### src/rtl/mem_access_unit_pkg.sv
// Shared definitions for the MEM-stage data-memory access unit.
// Latency: n/a (types, constants and a combinational helper only).
// Backpressure: n/a.
package mem_access_unit_pkg;

    // Access FSM encodings.
    typedef enum logic [1:0] {
        MEM_IDLE = 2'd0,
        MEM_REQ  = 2'd1,
        MEM_DONE = 2'd2
    } mem_state_t;

    localparam logic [3:0] BE_WORD = 4'hF;

    // Byte enables for an access of the given size at a byte offset.
    // Byte accesses select one little-endian lane; word accesses select all.
    function automatic logic [3:0] be_for(input logic is_byte, input logic [1:0] offset);
        logic [3:0] be;
        be = BE_WORD;
        if (is_byte) begin
            be = 4'b0001 << offset;
        end
        return be;
    endfunction

endpackage

### src/rtl/mem_access_unit_load_align.sv
// Load data aligner: picks a little-endian byte lane and sign/zero extends it.
// Latency: purely combinational.
// Backpressure: none; output follows inputs.
// Ports: rdata (raw bus word), offset (addr[1:0]), is_byte (byte vs word),
//        signextend (sign vs zero extension of byte loads), data (result).
module load_align (
    input  logic [31:0] rdata,
    input  logic [1:0]  offset,
    input  logic        is_byte,
    input  logic        signextend,
    output logic [31:0] data
);

    logic [7:0] lane;

    always_comb begin
        lane = rdata[8*offset +: 8];
        data = rdata;
        if (is_byte) begin
            data = {{24{signextend & lane[7]}}, lane};
        end
    end

endmodule

### src/rtl/mem_access_unit.sv
// MEM-stage data-memory access unit: req/ack bus transaction with misalign and timeout errors.
// Latency: 3 cycles minimum (IDLE, REQ+ack, DONE), +1 per ack delay cycle; misaligned 2 cycles.
// Backpressure: combinational stall holds the pipeline until the DONE cycle; memory throttles via dmem_ack.
// Ports: pipeline side op_valid/mem_we/mem_read/mem_byte/mem_signextend/addr/wdata in,
//        stall/load_data/done/addr_err/bus_err out; bus side dmem_req/we/addr/be/wdata out,
//        dmem_ack/dmem_rdata in.
module mem_access_unit
    import mem_access_unit_pkg::*;
#(
    parameter int TIMEOUT_CYCLES = 64
) (
    input  logic        clk,
    input  logic        rst_n,
    input  logic        op_valid,
    input  logic        mem_we,
    input  logic        mem_read,
    input  logic        mem_byte,
    input  logic        mem_signextend,
    input  logic [31:0] addr,
    input  logic [31:0] wdata,
    output logic        stall,
    output logic [31:0] load_data,
    output logic        done,
    output logic        addr_err,
    output logic        bus_err,
    output logic        dmem_req,
    output logic        dmem_we,
    output logic [29:0] dmem_addr,
    output logic [3:0]  dmem_be,
    output logic [31:0] dmem_wdata,
    input  logic        dmem_ack,
    input  logic [31:0] dmem_rdata
);

    localparam int              CW       = $clog2(TIMEOUT_CYCLES) + 1;
    localparam logic [CW-1:0]   TMO_LAST = CW'(TIMEOUT_CYCLES - 1);

    mem_state_t    state, state_nxt;
    logic          is_mem;
    logic          misaligned;
    logic          tmo_hit;
    logic [CW-1:0] tmo_cnt;

    // Attributes of the access in flight, captured when the request is issued
    // so the aligner does not depend on the pipeline holding its inputs.
    logic          req_load;
    logic          req_byte;
    logic          req_sext;
    logic [1:0]    req_off;
    logic [31:0]   aligned_data;

    assign is_mem     = op_valid & (mem_we | mem_read);
    assign misaligned = ~mem_byte & (addr[1:0] != 2'b00);
    assign tmo_hit    = (tmo_cnt == TMO_LAST);

    load_align u_load_align (
        .rdata      (dmem_rdata),
        .offset     (req_off),
        .is_byte    (req_byte),
        .signextend (req_sext),
        .data       (aligned_data)
    );

    always_ff @(posedge clk or negedge rst_n) begin
        if (!rst_n) begin
            state <= MEM_IDLE;
        end else begin
            state <= state_nxt;
        end
    end

    // The pipeline is released in DONE and advances on the edge leaving it.
    always_comb begin
        state_nxt = state;
        stall     = is_mem & (state != MEM_DONE);
        case (state)
            MEM_IDLE: begin
                if (is_mem) begin
                    state_nxt = misaligned ? MEM_DONE : MEM_REQ;
                end
            end
            MEM_REQ: begin
                if (dmem_ack || tmo_hit) begin
                    state_nxt = MEM_DONE;
                end
            end
            MEM_DONE: state_nxt = MEM_IDLE;
            default:  state_nxt = MEM_IDLE;
        endcase
    end

    always_ff @(posedge clk or negedge rst_n) begin
        if (!rst_n) begin
            dmem_req   <= 1'b0;
            dmem_we    <= 1'b0;
            dmem_be    <= 4'h0;
            dmem_addr  <= '0;
            dmem_wdata <= '0;
            load_data  <= '0;
            done       <= 1'b0;
            addr_err   <= 1'b0;
            bus_err    <= 1'b0;
            tmo_cnt    <= '0;
            req_load   <= 1'b0;
            req_byte   <= 1'b0;
            req_sext   <= 1'b0;
            req_off    <= 2'b00;
        end else begin
            // Completion flags are single-cycle pulses.
            done     <= 1'b0;
            addr_err <= 1'b0;
            bus_err  <= 1'b0;
            case (state)
                MEM_IDLE: begin
                    if (is_mem) begin
                        if (misaligned) begin
                            done      <= 1'b1;
                            addr_err  <= 1'b1;
                            load_data <= '0;
                        end else begin
                            dmem_req   <= 1'b1;
                            dmem_we    <= mem_we;
                            dmem_be    <= be_for(mem_byte, addr[1:0]);
                            dmem_addr  <= addr[31:2];
                            dmem_wdata <= mem_byte ? {4{wdata[7:0]}} : wdata;
                            req_load   <= ~mem_we;   // store wins when both are set
                            req_byte   <= mem_byte;
                            req_sext   <= mem_signextend;
                            req_off    <= addr[1:0];
                            tmo_cnt    <= '0;
                        end
                    end
                end
                MEM_REQ: begin
                    if (dmem_ack) begin
                        dmem_req <= 1'b0;
                        dmem_we  <= 1'b0;
                        done     <= 1'b1;
                        if (req_load) begin
                            load_data <= aligned_data;
                        end
                    end else if (tmo_hit) begin
                        dmem_req  <= 1'b0;
                        dmem_we   <= 1'b0;
                        done      <= 1'b1;
                        bus_err   <= 1'b1;
                        load_data <= '0;
                    end else begin
                        // Leaving REQ at TMO_LAST means the count never wraps.
                        tmo_cnt <= tmo_cnt + 1'b1;
                    end
                end
                default: ;
            endcase
        end
    end

endmodule

### config.mk
export PLATFORM = sky130hd
export DESIGN_NAME = mem_access_unit
export DESIGN_NICKNAME = d
export VERILOG_FILES = /design/src/rtl/mem_access_unit_pkg.sv /design/src/rtl/mem_access_unit_load_align.sv /design/src/rtl/mem_access_unit.sv
export SDC_FILE = /design/constraint.sdc
export NUM_CORES = 1
export LEC_CHECK = 0
export CORE_ASPECT_RATIO = 1.5
export CORE_MARGIN = 3
export CORE_UTILIZATION = 47
export CTS_CLUSTER_SIZE = 24
export DETAILED_ROUTE_END_ITERATION = 12
export GPL_ROUTABILITY_DRIVEN = 0
export GPL_TIMING_DRIVEN = 0
export HOLD_SLACK_MARGIN = 0.03
export PLACE_DENSITY = 0.9
export SYNTH_ARGS = -nofsm -noshare
export SYNTH_HDL_FRONTEND = slang
export SYNTH_SLANG_ARGS = --single-unit
### constraint.sdc
create_clock -name clk -period 3.74 [get_ports clk]
set_input_delay 0.561 -clock clk [delete_from_list [all_inputs] [get_ports clk]]
set_output_delay 0.561 -clock clk [all_outputs]
set_load 0.005 [all_outputs]
-- Word-level counts from Yosys, hierarchy flattened
Cells that the tools add are included.
Widths: inputs -> output; s select.
- $add $sub $neg: 1
- equality and inequality tests: 11
- mux-type cells: 34
- reduce and logical (&&, ||, !) cells: 9
- bitwise operators: 8
- shift-type cells: 2
- operators with widths (cell ; count):
    $mux 32 ; 7
    $pmux 32 s2 ; 1
    $shiftx 32x6->8 ; 1
    $mux 7 ; 4
    $ne 2x2->1 const B ; 7
    $pmux 7 s2 ; 1
    $mux 1 ; 13
    $reduce_and 5->1 ; 2
    $add 7x1->7 const B ; 1
    $eq 7x6->1 const B ; 1
    $mux 2 ; 3
    $ne 3x3->1 const B ; 2
    $pmux 1 s2 ; 3
    $and 1x1->1 ; 4
    $mux 4 ; 1
    $pmux 2 s2 ; 1
    $reduce_and 4->1 ; 1
    $reduce_bool 2->1 ; 2
    $shl 1x2->4 const A ; 1
    $not 1->1 ; 3
    $reduce_and 3->1 ; 1
    $eq 2x1->1 const B ; 1
    $logic_not 2->1 ; 1
    $reduce_and 2->1 ; 1
    other kinds (2) ; 2
- register bits: 117
- output and inout bits: 104
- input bits: 104

-- Logic depth before layout (Yosys ltp)
Gate-level depths: netlist (run 1).
- word-level depth: 6
- gate-level depth with buffers: 7
- gate-level depth less buffers: 6

-- By module
A second synthesis (run 1) with hierarchy kept.
- cell total of the unflattened synthesis: 550
- area total of the unflattened synthesis: 5484.0 µm²
- by module, submodules not included (module ; times used ; cells an instance ; area an instance (µm²)):
    mem_access_unit ; 1 ; 446 ; 4807.1
    load_align ; 1 ; 104 ; 676.9

-- Least setup slack after synthesis (run 1)
OpenSTA, ideal clock, no wires.
- kind: input-to-reg
- start point: input port mem_byte
- end point: register load_data[2]
- cell stages on the path: 5
- library setup time: 0.128 ns
- path buffers: 1
- required time: 3.612 ns
- data arrival time: 1.962 ns
- path slack: 1.651 ns
- path through: o21ba_2 or4b_4 a21oi_4 buf_6 mux2_1
- longest elaborated chain between the ends: 4
- ends and longest elaborated chain (item ; line ; RTL):
    from (decl) ; mem_access_unit.sv:17 ; input logic mem_byte,
    $not 1->1 ; mem_access_unit.sv:53 ; assign misaligned = ~mem_byte & (addr[1:0] != 2'b00);
    $and 1x1->1 ; mem_access_unit.sv:53 ;
    $ne 2x2->1 (no line) ; -- ;
    $reduce_and 5->1 (no line) ; -- ;
    to (signal assigned) ; mem_access_unit.sv:140 ; load_data <= aligned_data;
    to (decl) ; mem_access_unit.sv:22 ; output logic [31:0] load_data,
No other way between the ends.
A chain may end at the register's enable or synchronous reset.

-- Final worst setup path (run 1)
- start point: input port mem_we
- end point: output port stall
- longest elaborated chain between the ends: 3
- ends and longest elaborated chain (item ; line ; RTL):
    from (decl) ; mem_access_unit.sv:15 ; input logic mem_we,
    $or 1x1->1 ; mem_access_unit.sv:52 ; assign is_mem = op_valid & (mem_we | mem_read);
    $and 1x1->1 ; mem_access_unit.sv:52 ;
    $and 1x1->1 ; mem_access_unit.sv:75 ; stall = is_mem & (state != MEM_DONE);
    to (decl) ; mem_access_unit.sv:21 ; output logic stall,
No other way between the ends.

==> results by group, run 1 <==
Critical path
  – CP max stage delay: 0.48 ns
  – Maximum fanout along the worst path: 8
  – Critical path's most frequent cell: clkdlybuf4s50_1
  – CP Class: input pin to primary output
  – FF-to-FF setup slack: 1.43 ns
  – Reg2reg path depth: 5
  – CP arrival: 2.11 ns
  – Critical Path Source Type: input pin
  – Crit-path cells: clkdlybuf4s50_1, o21ai_1, a21oi_1, clkdlybuf4s50_1
  – Worst path required time: 3.18 ns
  – CP max-delay cell: clkdlybuf4s50_1
  – R2r endpoint: dmem_wdata[2]
  – Worst R2R Start: state[0]
  – Critical Path End Type: primary output

Detailed routing
  – Routed Antenna Nets: 0
  – Pre-antenna DRT Iters: 5
  – Number of vias per cell: 5.43
  – Routed len/inst: 18.4 um
  – DR vias: 4989
  – Final WL: 16.9 mm
  – # DRC: 0
  – DR iter-0 viols: 350

Floorplan
  – Placement Rows: 46
  – # IOs: 208
  – Die area: 12500 um^2
  – Die height: 136 um
  – Core ar.: 10800 um^2
  – Starting Density: 48.9%
  – Horiz. Die Dim: 92.4 um

Clock tree
  – Setup bufs post-CTS: 0
  – CTS tree: done
  – Clock buffer depth: 2
  – Reg clk slew, reported paths: 0.05 ns
  – CTS Buf Count: 17
  – Clk_lat worst skew: 0.40 ns
  – Post-CTS sizing: 0
  – Clk sinks: 117
  – Root buffer cell: clkbuf_16
  – H-Tree Depth: 4
  – # hold bufs at CTS: 0

STA
  – Max frequency: 375 MHz
  – Setup repair after global routing missed its margin: false
  – Fin crit period: 2.67 ns
  – Worst Hold Margin: 0.271 ns
  – Sum of negative setup slack: 0 ns
  – Slew Viols, Final: 0
  – Least-Margin Pin Slew: 1.09 ns
  – Setup Skew: 0.00863 ns
  – Final hold violations: 0
  – Period utilization: 71.3%
  – Final worst setup slack: 1.07 ns
  – Slew HR: 26.8%
  – Final setup fails: 0

Synth
  – EDFF count, synth: 0
  – Post-Syn Nets: 642
  – Asr flop ratio synth: 100%
  – Top cells by area, synth: dfrtp_1 56%, nand2_1 11%, mux2i_1 11%, o21ai_0 3.4%, a21oi_1 3.3%
  – Synth Cell Area: 5270 um^2
  – Area leader, netlist: dfrtp_1
  – Post-synth top flop: dfrtp_1
  – Sequential share of the synthesized area: 55.6%
  – Post-Syn Instances: 537
  – Netlist cell types: 49
  – Synth Register Bits: 117
  – Area share of the largest cell type after synthesis: 55.6%
  – Mean Syn Cell Area: 9.81 um^2
  – YS warnings: 0

Pwr
  – Peak VDD IR: 385 uV
  – Leakage power total: 3.68 nW
  – Total power: 4.80 mW
  – Power density cells: 593 nW/um^2

Global routing
  – Largest net degree at the start of global routing: 64
  – Initial antenna violation count: 0
  – Total congestion overflow: 0
  – Vias in the first global route: 5268
  – Global-route wire length before repair: 26.7 mm
  – Gr usage total: 27.6%

Cells and area
  – Fin util: 75.2%
  – Most common cell after layout, fill and taps aside: clkdlybuf4s50_1
  – Net count, final: 869
  – Area grow syn2layout: 53.7%
  – Most frequent cells in the layout: 206 x clkdlybuf4s50_1, 159 x nand2_1, 117 x dfrtp_1
  – # diodes: 0
  – Share of cells above drive strength 1: 5.94%

Place
  – Place WS: 0.739 ns
  – DPL Wire Length: 12.8 mm
  – Input/output buffers: 207

Min path
  – Min-delay worst type: input pin to async pin

Job
  – Max Cap Viol: 0

Outcome
  – Outcome: complete, no violations
## flip-flops by register name, indices dropped and copies added (netlist names)
register	count
state	2
dmem_req	1
req_sext	1
dmem_addr	30
dmem_be	4
dmem_we	1
req_off	2
tmo_cnt	7
req_load	1
req_byte	1
dmem_wdata	32
done	1
bus_err	1
addr_err	1
load_data	32
## critical path: cells and delay by family
kind / cells / cell delay [ns]
buffers and inverters: 2 / 0.95
AOI/OAI and AO/OA: 2 / 0.59
## worst max-delay path by stage
stage | start | end | slack (ns) | cells past startpoint
final | mem_we | stall | 1.07 | 4
after global routing | addr[1] | dmem_wdata[5] | 0.93 | 6
after CTS | mem_we | stall | 1.08 | 4
after detailed placement | addr[1] | dmem_wdata[6] | 0.74 | 6
after global placement | rst_n | dmem_addr[6] | -2.22 | 1
after floorplan | mem_byte | load_data[2] | 1.65 | 5
## logic make-up after synthesis
group           after synthesis  share of synthesized area (%)
buf+inv                      59                           4.61
xor+xnor                      2                          0.333
fa+ha+maj                     1                          0.238
flops                       117                           55.6
mux                          66                           12.9
simple gates                192                           14.9
compound gates              100                           11.4
## power breakdown
group	switching, mW	total, mW	internal, mW
combinational	0.638	1.49	0.848
clock	0.554	1.51	0.952
sequential	0.212	1.81	1.60
total	1.40	4.80	3.40
## cells in the mapped netlist (2+ instances only)
cell       instances
mux2_2             2
nand2_1          159
o21a_1             2
buf_1              3
a31oi_1            2
buf_4              2
and3_1             2
nor3_1             4
clkbuf_1          20
a22oi_1            2
a22o_1             3
a21o_1             2
mux2i_1           58
dfrtp_1          117
o2bb2ai_1          6
mux2_1             5
buf_2              5
nand2b_1           4
inv_1             28
nand3_1            3
nor2_1            10
o31ai_1            2
o21ai_0           36
a21oi_1           35
## area by class of cell
cell class / instances / area [um^2]
Clock buffer: 21 / 470
Clock inverter: 9 / 80.1
Multi-Input combinational cell: 361 / 2100
Tap cell: 144 / 180
Buffer: 31 / 138
Sequential cell: 117 / 2930
Timing Repair Buffer: 208 / 2100
Fill cell: 725 / 2670
Inverter: 28 / 105
## routing by layer
metal | up-vias | part of all wire [%] | GRT usage (%)
li1 | 2251 | - | -
met1 | 2397 | 35 | 28.5
met2 | 286 | 52 | 48.8
met3 | 55 | 9.1 | 9.78
met4 | 0 | 3.9 | 13.8
met5 | - | 0 | 0
## metrics by stage
| step | std cells | instance area (um^2) |
|---|---|---|
| final | 919 | 8090 |
| after global routing | 919 | 8090 |
| after CTS | 919 | 8090 |
| after detailed placement | 889 | 7540 |
| after global placement | 888 | 7520 |
| after floorplan | 537 | 5270 |
Power figures use the tool's default switching activity.
==> run 2, diff against run 1 <==
--- a/config.mk
+++ b/config.mk
@@ -7,13 +7,13 @@
 export LEC_CHECK = 0
 export CORE_ASPECT_RATIO = 1.5
 export CORE_MARGIN = 3
-export CORE_UTILIZATION = 47
+export CORE_UTILIZATION = 44
 export CTS_CLUSTER_SIZE = 24
 export DETAILED_ROUTE_END_ITERATION = 12
 export GPL_ROUTABILITY_DRIVEN = 0
 export GPL_TIMING_DRIVEN = 0
 export HOLD_SLACK_MARGIN = 0.03
-export PLACE_DENSITY = 0.9
+export PLACE_DENSITY = 0.85
 export SYNTH_ARGS = -nofsm -noshare
 export SYNTH_HDL_FRONTEND = slang
 export SYNTH_SLANG_ARGS = --single-unit
==> constraint.sdc (replaced) <==
create_clock -name clk -period 2.8 [get_ports clk]
set_input_delay 0.42 -clock clk [delete_from_list [all_inputs] [get_ports clk]]
set_output_delay 0.42 -clock clk [all_outputs]
set_load 0.005 [all_outputs]
==> results by group, run 2 (synthesis gave the netlist of run 1 again) <==
Floorplan
  – Die area: 13300 um^2
  – Placement Rows: 48
  – Horiz. Die Dim: 95.3 um
  – Die height: 140 um
  – # IOs: 208
  – Core ar.: 11600 um^2
  – Starting Density: 45.4%

Min path
  – Min-delay worst type: flop to flop

Cells and area
  – Final instance area: 8200 um^2
  – Multi-input logic area: 2100 um^2
  – Seq. cell area: 2930 um^2
  – Fillers: 830
  – Most frequent cells in the layout: 206 x clkdlybuf4s50_1, 159 x nand2_1, 117 x dfrtp_1
  – Largest regs: dmem_wdata x32, load_data x32, dmem_addr x30
  – Share of cells above drive strength 1: 5.91%
  – Area grow syn2layout: 55.7%
  – # diodes: 0
  – Most common cell after layout, fill and taps aside: clkdlybuf4s50_1
  – Net count, final: 870
  – Fin util: 70.8%

Critical path
  – Worst R2R Start: state[0]
  – Critical Path End Type: flop
  – R2r endpoint: req_off[0]
  – FF-to-FF setup slack: 0.49 ns
  – CP Class: input pin to flop
  – Maximum fanout along the worst path: 10
  – Reg2reg path depth: 5
  – Worst Setup EP: req_off[0]
  – Worst path required time: 3.13 ns
  – Crit path from: addr[1]
  – CP arrival: 2.82 ns
  – Critical Path Source Type: input pin

Detailed routing
  – Number of vias per cell: 5.21
  – DR vias: 4837
  – Routed Antenna Nets: 0
  – Pre-antenna DRT Iters: 5
  – Routed len/inst: 17.5 um
  – Final WL: 16.2 mm
  – DR iter-0 viols: 200
  – # DRC: 0

Clock tree
  – Reg clk slew, reported paths: 0.05 ns
  – CTS tree: done
  – Root buffer cell: clkbuf_16
  – Clk_lat worst skew: 0.40 ns
  – Setup bufs post-CTS: 0
  – CTS Buf Count: 17
  – H-Tree Depth: 4
  – Clk sinks: 117
  – Clock buffer depth: 2

STA
  – Period utilization: 88.9%
  – Setup repair after global routing missed its margin: false
  – Fin crit period: 2.49 ns
  – Final setup fails: 0
  – Least-Margin Pin Slew: 1.06 ns
  – Sum of negative setup slack: 0 ns
  – Max frequency: 402 MHz
  – Slew Viols, Final: 0
  – Worst Hold Margin: 0.472 ns
  – Final hold violations: 0
  – Setup Skew: 0.00838 ns
  – Slew HR: 28.9%

Global routing
  – Vias in the first global route: 5213
  – Initial antenna violation count: 0
  – Total congestion overflow: 0
  – Met1 usage: 26.1%
  – Global-route wire length before repair: 25.5 mm
  – Met3 GRT Util: 7.36%
  – Met2 usage: 44.2%
  – Largest net degree at the start of global routing: 68
  – Gr usage total: 25.1%
  – Gr busiest metal: met2

Pwr
  – Total power: 6.69 mW
  – Combinational power share: 29.5%
  – Clk pwr share: 34.5%
  – Switching share of power: 27.5%
  – Peak VDD IR: 481 uV
  – Leakage power total: 3.73 nW
  – Net switching power: 1.84 mW
  – Pint: 4.85 mW
  – Power density cells: 816 nW/um^2
  – Sequential Power Share: 36.0%

Place
  – DPL Wire Length: 12.5 mm
  – Post-Place Cell Area: 7550 um^2
  – Input/output buffers: 207

Job
  – Max Cap Viol: 0

Outcome
  – Outcome: complete, no violations
run 2: cell types whose count changed in the layout (fill, tap and decap cells not counted), sizes merged:
cell | before | now
clkbuf | 41 | 44
bufinv | 1 | 4
clkinv | 4 | 2
dlygate4sd3 | 0 | 1
clkinvlp | 4 | 2
run 2: what timing repair did:
item                                   CTS  global route
endpoints found under the hold margin   50             0
hold buffers                             1             0
resized for setup                        0             0
run 2: area by class of cell:
cell class	count	share of cell area, %
buffer	31	1.68
clock buffer	24	6.00
clock inverter	8	1.77
inverter	28	1.28
multi-input combinational	361	25.6
sequential	117	35.7
tap	150	2.29
timing repair buffer	209	25.7
run 2: worst min path at each step:
stage                       start             to  cells after the start
floorplan                   rst_n       addr_err                      0
global placement    dmem_addr[24]  dmem_addr[24]                      2
finish                 dmem_be[1]     dmem_be[1]                      1
CTS                    dmem_be[1]     dmem_be[1]                      1
global route           dmem_be[1]     dmem_be[1]                      1
detailed placement          rst_n  load_data[28]                      1
run 2: power by group through the flow:
stage	clock network [mW]	registers (mW)	logic [mW]
final	2.31	2.41	1.97
after detailed placement	0	2.42	1.98
after global routing	2.42	2.46	2.15
after CTS	2.34	2.40	1.99
after global placement	0	2.40	1.91
after floorplan	0	2.42	0.691
run 2: per-stage QoR:
step | cells | setup WS (ns)
6_report | 928 | 0.310
4_1_cts | 928 | 0.274
2_1_floorplan | 537 | 0.852
3_3_place_gp | 894 | -3.04
5_1_grt | 928 | 0.155
3_5_place_dp | 895 | -0.134
run 2: critical path: stages:
cell and delay, ns:
clkdlybuf4s50_1 0.57, o21ba_2 0.31, nor3_1 0.86, clkbuf_1 0.48, nand2_1 0.12, nand2_1 0.07
run 2: routing by layer:
metal  vias to the layer above  routed length (um)
li1                       2248                   -
met1                      2286                5690
met2                       250                8400
met3                        53                1350
met4                         0                 813
met5                         -                   0
